File: src/rtl/byte_seq_pkg.sv
// -----------------------------------------------------------------------------
// byte_seq_pkg
//
// Shared definitions for the byte-serial add sequencer:
//   BYTE_W     - width of one operand/sum byte.
//   state_e    - sequencer state: IDLE (waiting for the first byte of an
//                operation) or BUSY (inside an operation).
//   idx_width  - width of the byte index / byte counter, never less than 1
//                so that a single-byte build still has a legal vector.
// -----------------------------------------------------------------------------
package byte_seq_pkg;

    localparam int BYTE_W = 8;

    typedef enum logic {
        IDLE = 1'b0,
        BUSY = 1'b1
    } state_e;

    function automatic int idx_width(input int num_bytes);
        return (num_bytes > 1) ? $clog2(num_bytes) : 1;
    endfunction

endpackage : byte_seq_pkg

File: src/rtl/simple_8bit_adder.sv
// -----------------------------------------------------------------------------
// simple_8bit_adder
//
// Purely combinational 8-bit adder with carry in and carry out.
//   a, b  in  8  addends
//   cin   in  1  carry in
//   sum   out 8  low 8 bits of a + b + cin
//   cout  out 1  bit 8 of a + b + cin
// -----------------------------------------------------------------------------
module simple_8bit_adder (
    input  logic [7:0] a,
    input  logic [7:0] b,
    input  logic       cin,
    output logic [7:0] sum,
    output logic       cout
);

    logic [8:0] full_sum;

    // Zero-extend every term to 9 bits so the carry lands in bit 8.
    assign full_sum = {1'b0, a} + {1'b0, b} + {8'b0, cin};

    assign sum  = full_sum[7:0];
    assign cout = full_sum[8];

endmodule : simple_8bit_adder

File: src/rtl/byte_serial_add_sequencer.sv
// -----------------------------------------------------------------------------
// byte_serial_add_sequencer
//
// Adds two NUM_BYTES-wide operands delivered as a little-endian stream of
// byte pairs, one byte pair per cycle, using a single 8-bit adder and a
// registered inter-byte carry. Each accepted byte pair produces one sum byte
// on a registered output stream one cycle later. The last sum byte of an
// operation carries the final carry-out and an "entire sum is zero" flag.
//
// Ports:
//   clk        in   1      clock, rising edge
//   rst        in   1      asynchronous active-high reset
//   op_cin     in   1      carry-in of the operation (first beat only)
//   clr        in   1      synchronous abort of the in-flight operation
//   in_valid   in   1      byte pair presented
//   in_ready   out  1      byte pair can be accepted this cycle
//   in_a       in   8      operand A byte, LSB byte first
//   in_b       in   8      operand B byte, LSB byte first
//   out_valid  out  1      sum byte presented
//   out_ready  in   1      consumer takes the sum byte
//   out_sum    out  8      sum byte
//   out_idx    out  IDX_W  byte index of out_sum
//   out_last   out  1      out_sum is the final byte of the operation
//   out_cout   out  1      final carry-out (last beat only, else 0)
//   out_zero   out  1      all sum bytes were zero (last beat only, else 0)
// -----------------------------------------------------------------------------
module byte_serial_add_sequencer
    import byte_seq_pkg::*;
#(
    parameter  int NUM_BYTES = 4,
    localparam int IDX_W     = idx_width(NUM_BYTES)
) (
    input  logic              clk,
    input  logic              rst,
    input  logic              op_cin,
    input  logic              clr,
    input  logic              in_valid,
    output logic              in_ready,
    input  logic [BYTE_W-1:0] in_a,
    input  logic [BYTE_W-1:0] in_b,
    output logic              out_valid,
    input  logic              out_ready,
    output logic [BYTE_W-1:0] out_sum,
    output logic [IDX_W-1:0]  out_idx,
    output logic              out_last,
    output logic              out_cout,
    output logic              out_zero
);

    localparam logic [IDX_W-1:0] LAST_IDX = IDX_W'(NUM_BYTES - 1);

    // -------------------------------------------------------------------------
    // State
    // -------------------------------------------------------------------------
    state_e              state_q,    state_d;
    logic [IDX_W-1:0]    byte_cnt_q, byte_cnt_d;
    logic                carry_q,    carry_d;
    logic                zero_acc_q, zero_acc_d;

    logic                out_valid_q, out_valid_d;
    logic [BYTE_W-1:0]   out_sum_q,   out_sum_d;
    logic [IDX_W-1:0]    out_idx_q,   out_idx_d;
    logic                out_last_q,  out_last_d;
    logic                out_cout_q,  out_cout_d;
    logic                out_zero_q,  out_zero_d;

    // -------------------------------------------------------------------------
    // Handshake and datapath
    // -------------------------------------------------------------------------
    logic              accept;
    logic              is_last;
    logic              add_cin;
    logic [BYTE_W-1:0] add_sum;
    logic              add_cout;
    logic              zero_now;

    // The output register can take a new byte when it is empty or being
    // drained in this same cycle; clr blocks acceptance outright.
    assign in_ready = !clr && (!out_valid_q || out_ready);
    assign accept   = in_valid && in_ready;
    assign is_last  = (byte_cnt_q == LAST_IDX);

    // The first byte of an operation takes the caller's carry-in; every later
    // byte chains the carry captured from the previous byte.
    assign add_cin  = (state_q == IDLE) ? op_cin : carry_q;

    simple_8bit_adder u_adder (
        .a    (in_a),
        .b    (in_b),
        .cin  (add_cin),
        .sum  (add_sum),
        .cout (add_cout)
    );

    // Running "every byte so far was zero" including the current byte.
    assign zero_now = (add_sum == '0) && ((state_q == IDLE) || zero_acc_q);

    // -------------------------------------------------------------------------
    // Next-state logic
    // -------------------------------------------------------------------------
    always_comb begin
        // NOTE: every variable written here gets its hold value first, so no
        // path through the block can leave one unassigned and infer a latch.
        state_d     = state_q;
        byte_cnt_d  = byte_cnt_q;
        carry_d     = carry_q;
        zero_acc_d  = zero_acc_q;
        out_valid_d = out_valid_q;
        out_sum_d   = out_sum_q;
        out_idx_d   = out_idx_q;
        out_last_d  = out_last_q;
        out_cout_d  = out_cout_q;
        out_zero_d  = out_zero_q;

        if (clr) begin
            // Abort: forget the operation and drop any pending output byte.
            state_d     = IDLE;
            byte_cnt_d  = '0;
            carry_d     = 1'b0;
            zero_acc_d  = 1'b1;
            out_valid_d = 1'b0;
        end else if (accept) begin
            carry_d    = add_cout;
            zero_acc_d = zero_now;

            if (is_last) begin
                state_d    = IDLE;
                byte_cnt_d = '0;
            end else begin
                state_d    = BUSY;
                byte_cnt_d = byte_cnt_q + IDX_W'(1);
            end

            out_valid_d = 1'b1;
            out_sum_d   = add_sum;
            out_idx_d   = byte_cnt_q;
            out_last_d  = is_last;
            out_cout_d  = is_last && add_cout;
            out_zero_d  = is_last && zero_now;
        end else if (out_valid_q && out_ready) begin
            out_valid_d = 1'b0;
        end
    end

    // -------------------------------------------------------------------------
    // Registers
    // -------------------------------------------------------------------------
    // NOTE: non-blocking assignments keep every flop sampling the values from
    // before the edge, regardless of statement order.
    always_ff @(posedge clk or posedge rst) begin
        if (rst) begin
            state_q     <= IDLE;
            byte_cnt_q  <= '0;
            carry_q     <= 1'b0;
            zero_acc_q  <= 1'b1;
            out_valid_q <= 1'b0;
            out_sum_q   <= '0;
            out_idx_q   <= '0;
            out_last_q  <= 1'b0;
            out_cout_q  <= 1'b0;
            out_zero_q  <= 1'b0;
        end else begin
            state_q     <= state_d;
            byte_cnt_q  <= byte_cnt_d;
            carry_q     <= carry_d;
            zero_acc_q  <= zero_acc_d;
            out_valid_q <= out_valid_d;
            out_sum_q   <= out_sum_d;
            out_idx_q   <= out_idx_d;
            out_last_q  <= out_last_d;
            out_cout_q  <= out_cout_d;
            out_zero_q  <= out_zero_d;
        end
    end

    assign out_valid = out_valid_q;
    assign out_sum   = out_sum_q;
    assign out_idx   = out_idx_q;
    assign out_last  = out_last_q;
    assign out_cout  = out_cout_q;
    assign out_zero  = out_zero_q;

endmodule : byte_serial_add_sequencer

File: config.mk
export PLATFORM = sky130hd
export DESIGN_NAME = byte_serial_add_sequencer
export DESIGN_NICKNAME = d
export VERILOG_FILES = /design/src/rtl/byte_seq_pkg.sv /design/src/rtl/simple_8bit_adder.sv /design/src/rtl/byte_serial_add_sequencer.sv
export SDC_FILE = /design/constraint.sdc
export NUM_CORES = 1
export LEC_CHECK = 0
export BUFFER_PORTS_ARGS = -buffer_cell sky130_fd_sc_hd__buf_2
export CAP_MARGIN = 25
export CORE_UTILIZATION = 50
export DETAILED_ROUTE_END_ITERATION = 7
export PLACE_DENSITY = 0.79
export RECOVER_POWER = 25
export SLEW_MARGIN = 0
export SYNTH_ARGS = -nofsm -noshare
export SYNTH_HDL_FRONTEND = slang
export SYNTH_SLANG_ARGS = --single-unit
File: constraint.sdc
create_clock -name clk -period 4 [get_ports clk]
set_clock_uncertainty 0.05 [all_clocks]
set_input_delay 0.6 -clock clk [delete_from_list [all_inputs] [get_ports clk]]
set_output_delay 0.6 -clock clk [all_outputs]
set_load 0.01 [all_outputs]
==> results.md <==
Worst setup path:
- The critical path is of the register to register type.
- The worst setup path is launched from a register.
- The highest fanout seen on the critical path is 3.
- The worst register-to-register path ends at out_zero.
- The arrival time of data at the critical path endpoint is 2.67 ns.
- The internal reg-to-reg setup slack is 1.48 ns.
- The delay of the slowest cell on the worst path is 0.41 ns.
- Walking the worst path, the cells encountered are mux2i_1 > fa_1 > inv_1 > fa_1 > a21o_1 > a221oi_2 > xnor2_1 > inv_1 > o41ai_2.
- The startpoint identified for the worst register-to-register timing path is state_q.
- The category of the worst setup path capture point is a register.
- The required time of the critical path is 4.15 ns.
- The length in cells of the worst reg-to-reg path is 9.
- The standard cell with the maximum stage delay on the critical path is sky130_fd_sc_hd__dfrtp_1.

Synthesis:
- The top cell type by area accounts for 40.1% of the synthesized area.
- In the post-synthesis netlist, the biggest area contributors are sky130_fd_sc_hd__dfrtp_1 (40%), sky130_fd_sc_hd__ha_1 (8.9%), sky130_fd_sc_hd__nand2_1 (8.7%), sky130_fd_sc_hd__fa_1 (3.6%), sky130_fd_sc_hd__o21ai_0 (3.1%).
- The yosys synthesis warning count is 0.
- Counting flops with an async set or reset pin after synthesis yields a share of 100%.
- The leading area contributor after synthesis is sky130_fd_sc_hd__dfrtp_1.
- The number of synthesized register bits is 19.
- Sequential cells were found to cover 42.4% of the synthesized design area.
- In this run, synthesis inferred 0 flip-flops with an integrated enable.
- The unique cell type count in the Yosys netlist is 31.
- The mean post-synth cell area is 9.44 sq um.
- After synthesis the cells add up to 1120 sq um.
- The post-synthesis net count is 151.
- The post-synthesis cell count is 119.
- Among all flip-flop cells after synthesis, the most frequent one is sky130_fd_sc_hd__dfrtp_1.

Die:
- The die is 49.4 um tall.
- The width of the die is 49.4 um.
- The number of placed I/O pins is 37.
- The number of rows created at floorplan is 16.
- For this configuration, the core starts out at a cell density of 55.0%.
- The area of the core is 2040 sq um.
- The floorplan step defined a die boundary enclosing 2440 sq um.

Min path:
- The class of the worst hold path is input pin to async pin.

Power:
- Power spread over the standard cell area amounts to 357 nW/um^2.
- The leakage power total is 0.735 nW.
- The total power is 0.486 mW.
- The maximum vdd ir drop is 218 uV.

Timing:
- For the finished layout, the period the worst path requires is 2.52 ns.
- Setup repair after global routing left no endpoint under its margin.
- The number of hold violations in the final report came to 0.
- Setup violations remaining at the end of the flow were counted as 0.
- The final critical path takes up 62.9% of the cycle.
- Headroom to the max-slew limit came out at 53.1%.
- The count of final max-slew check failures is 0.
- Based on the critical path, the design can be clocked at up to 0.397 GHz.
- The total negative slack for setup checks is 0 ns.
- The measured slew at the worst slew-check pin is 0.703 ns.

Detailed routing:
- The wire length reported by the detailed router is 2.30 mm.
- After detailed routing, the average wire length per cell comes to 12.5 um.
- Across all layers, the routed design uses 961 vias.
- Dividing the detail-routed via count by the number of cells gives 5.22.
- The DRC violation total after the first TritonRoute iteration is 17.
- The number of iterations in the first detailed-routing pass is 4.
- The residual DRC count is 0.
- The residual antenna-violating net count after detailed routing is 0.

Cells and area:
- Relative to the synthesized area, the layout overhead comes to 21.2%.
- The number of nets in the layout is 190.
- The most common library cell in the layout ignoring fill and taps is sky130_fd_sc_hd__buf_2.
- The number of filler cells placed in the layout is 174.
- The sequential cell area in the final layout is 477 sq um.
- The library cells used most frequently in the layout, excluding fill and tap cells, are sky130_fd_sc_hd__buf_2 (36), sky130_fd_sc_hd__nand2_1 (26), sky130_fd_sc_hd__dfrtp_1 (18), sky130_fd_sc_hd__inv_1 (8), sky130_fd_sc_hd__ha_1 (8).
- The share of cells above drive strength 1 is 29.9%.
- The register with the most flip-flops in the layout has 8 of them.
- The number of diodes is 0.
- The area occupied by multi-input gates is 606 sq um.

Global routing:
- The leftover overflow at the end of global routing is 0.
- The initial antenna violation count was 0.
- The via count of the first global-routing pass was 955.
- The largest net degree at the start of global routing is 25.
- The global-route wire length before repair is 4.01 mm.
- The total routing resource utilization after global routing is 21.5%.

Placement:
- The number of buffers inserted by port buffering is 36.
- The routability congestion estimate is 0.825.
- Detailed placement ended at an HPWL of 1.79 mm.

Clocking:
- Clock-pin slew was measured on the worst setup and hold paths at 0.11 ns.
- For this design, the CTS-stage hold fixing added 0 buffers.
- In this run, post-CTS repair resized a total of 0 instances.
- The clock tree from TritonCTS is built.
- The CTS H-tree depth is 1.
- The clock drives 19 sinks.
- The worst-case clock buffer depth is 2.
- In this run the clock root is driven by a sky130_fd_sc_hd__clkbuf_4.
- At the later pin of the worst-skew pair, clock insertion delay measures 0.30 ns.
- Post-CTS timing repair inserted 0 buffers for setup.
- The number of buffers added by the clock tree synthesis step is 3.

Status:
- The flow ran to the end, and the final reports show no timing, DRC or antenna violations.

Run:
- The max-cap check violation count is 0.
metrics by stage:
| stage | setup WS (ns) | utilization (%) | cells | hold WS (ns) | instance area (sq um) |
|---|---|---|---|---|---|
| final | 1.48 | 66.7 | 184 | 0.341 | 1360 |
| after global routing | 1.31 | 66.7 | 184 | 0.402 | 1360 |
| after CTS | 1.47 | 66.7 | 184 | 0.372 | 1360 |
| after detailed placement | 1.24 | 65.3 | 180 | 0.412 | 1330 |
| after global placement | 1.35 | 65.3 | 180 | 0.404 | 1330 |
| after floorplan | 1.52 | - | 119 | 0.416 | 1120 |
cells in the mapped netlist (all sizes together) (3+ instances only):
library cell,instances
o21a,3
ha,8
xnor2,3
a21o,3
inv,8
o21ai,9
nand2b,3
dfrtp,18
nand2,26
clkbuf,3
nor2,5
a21oi,3
o31ai,4
nand3,3
kinds of logic (layout without fill, tap and decap cells):
logic type	after synthesis	in the layout	share of synthesized area (%)
AO/OA/AOI/OAI	28	28	18.4
XOR/XNOR	5	5	3.90
adder cells (fa/ha/maj)	10	10	12.5
buffers and inverters	11	49	3.67
flip-flops	19	19	42.4
multiplexers	2	2	1.89
AND/OR/NAND/NOR	44	44	17.3
critical path, delay by kind of cell, from the launching register on:
kind,cells,cell delay (ns)
adders and majority gates,2,0.61
DFF,1,0.41
AOI/OAI and AO/OA,3,0.77
xor gates and xnor gates,1,0.18
buffers and inverters,2,0.16
muxes,1,0.24
worst max path at each step:
stage | startpoint | endpoint | cells after the start
2_1_floorplan | op_cin | out_zero | 9
3_3_place_gp | op_cin | out_zero | 10
3_5_place_dp | op_cin | out_zero | 10
4_1_cts | state_q | out_zero | 9
5_1_grt | state_q | out_zero | 9
6_report | state_q | out_zero | 9
area by class of cell:
| class | instances | area share [%] |
|---|---|---|
| Clock inverter | 1 | 0.368 |
| Sequential cell | 19 | 35.0 |
| Clock buffer | 3 | 1.65 |
| Multi-Input combinational cell | 89 | 44.5 |
| Tap cell | 27 | 2.48 |
| Timing Repair Buffer | 37 | 13.8 |
| Inverter | 8 | 2.21 |
power breakdown:
group | leakage, nW | internal [mW] | switching [mW]
sequential | 0.243 | 0.221 | 0.0151
combinational | 0.474 | 0.0672 | 0.0851
clock | 0.0177 | 0.0373 | 0.0608
per-layer routing:
layer | share of wire, % | wire length, um | GRT usage [%] | vias to the layer above
met5 | 0 | 0 | 0 | -
met4 | 1.7 | 39 | 10.5 | 0
met3 | 4.7 | 109 | 4.36 | 6
met2 | 48 | 1110 | 36.5 | 33
met1 | 45 | 1040 | 25.9 | 435
li1 | - | - | - | 487
Power figures use the tool's default switching activity.
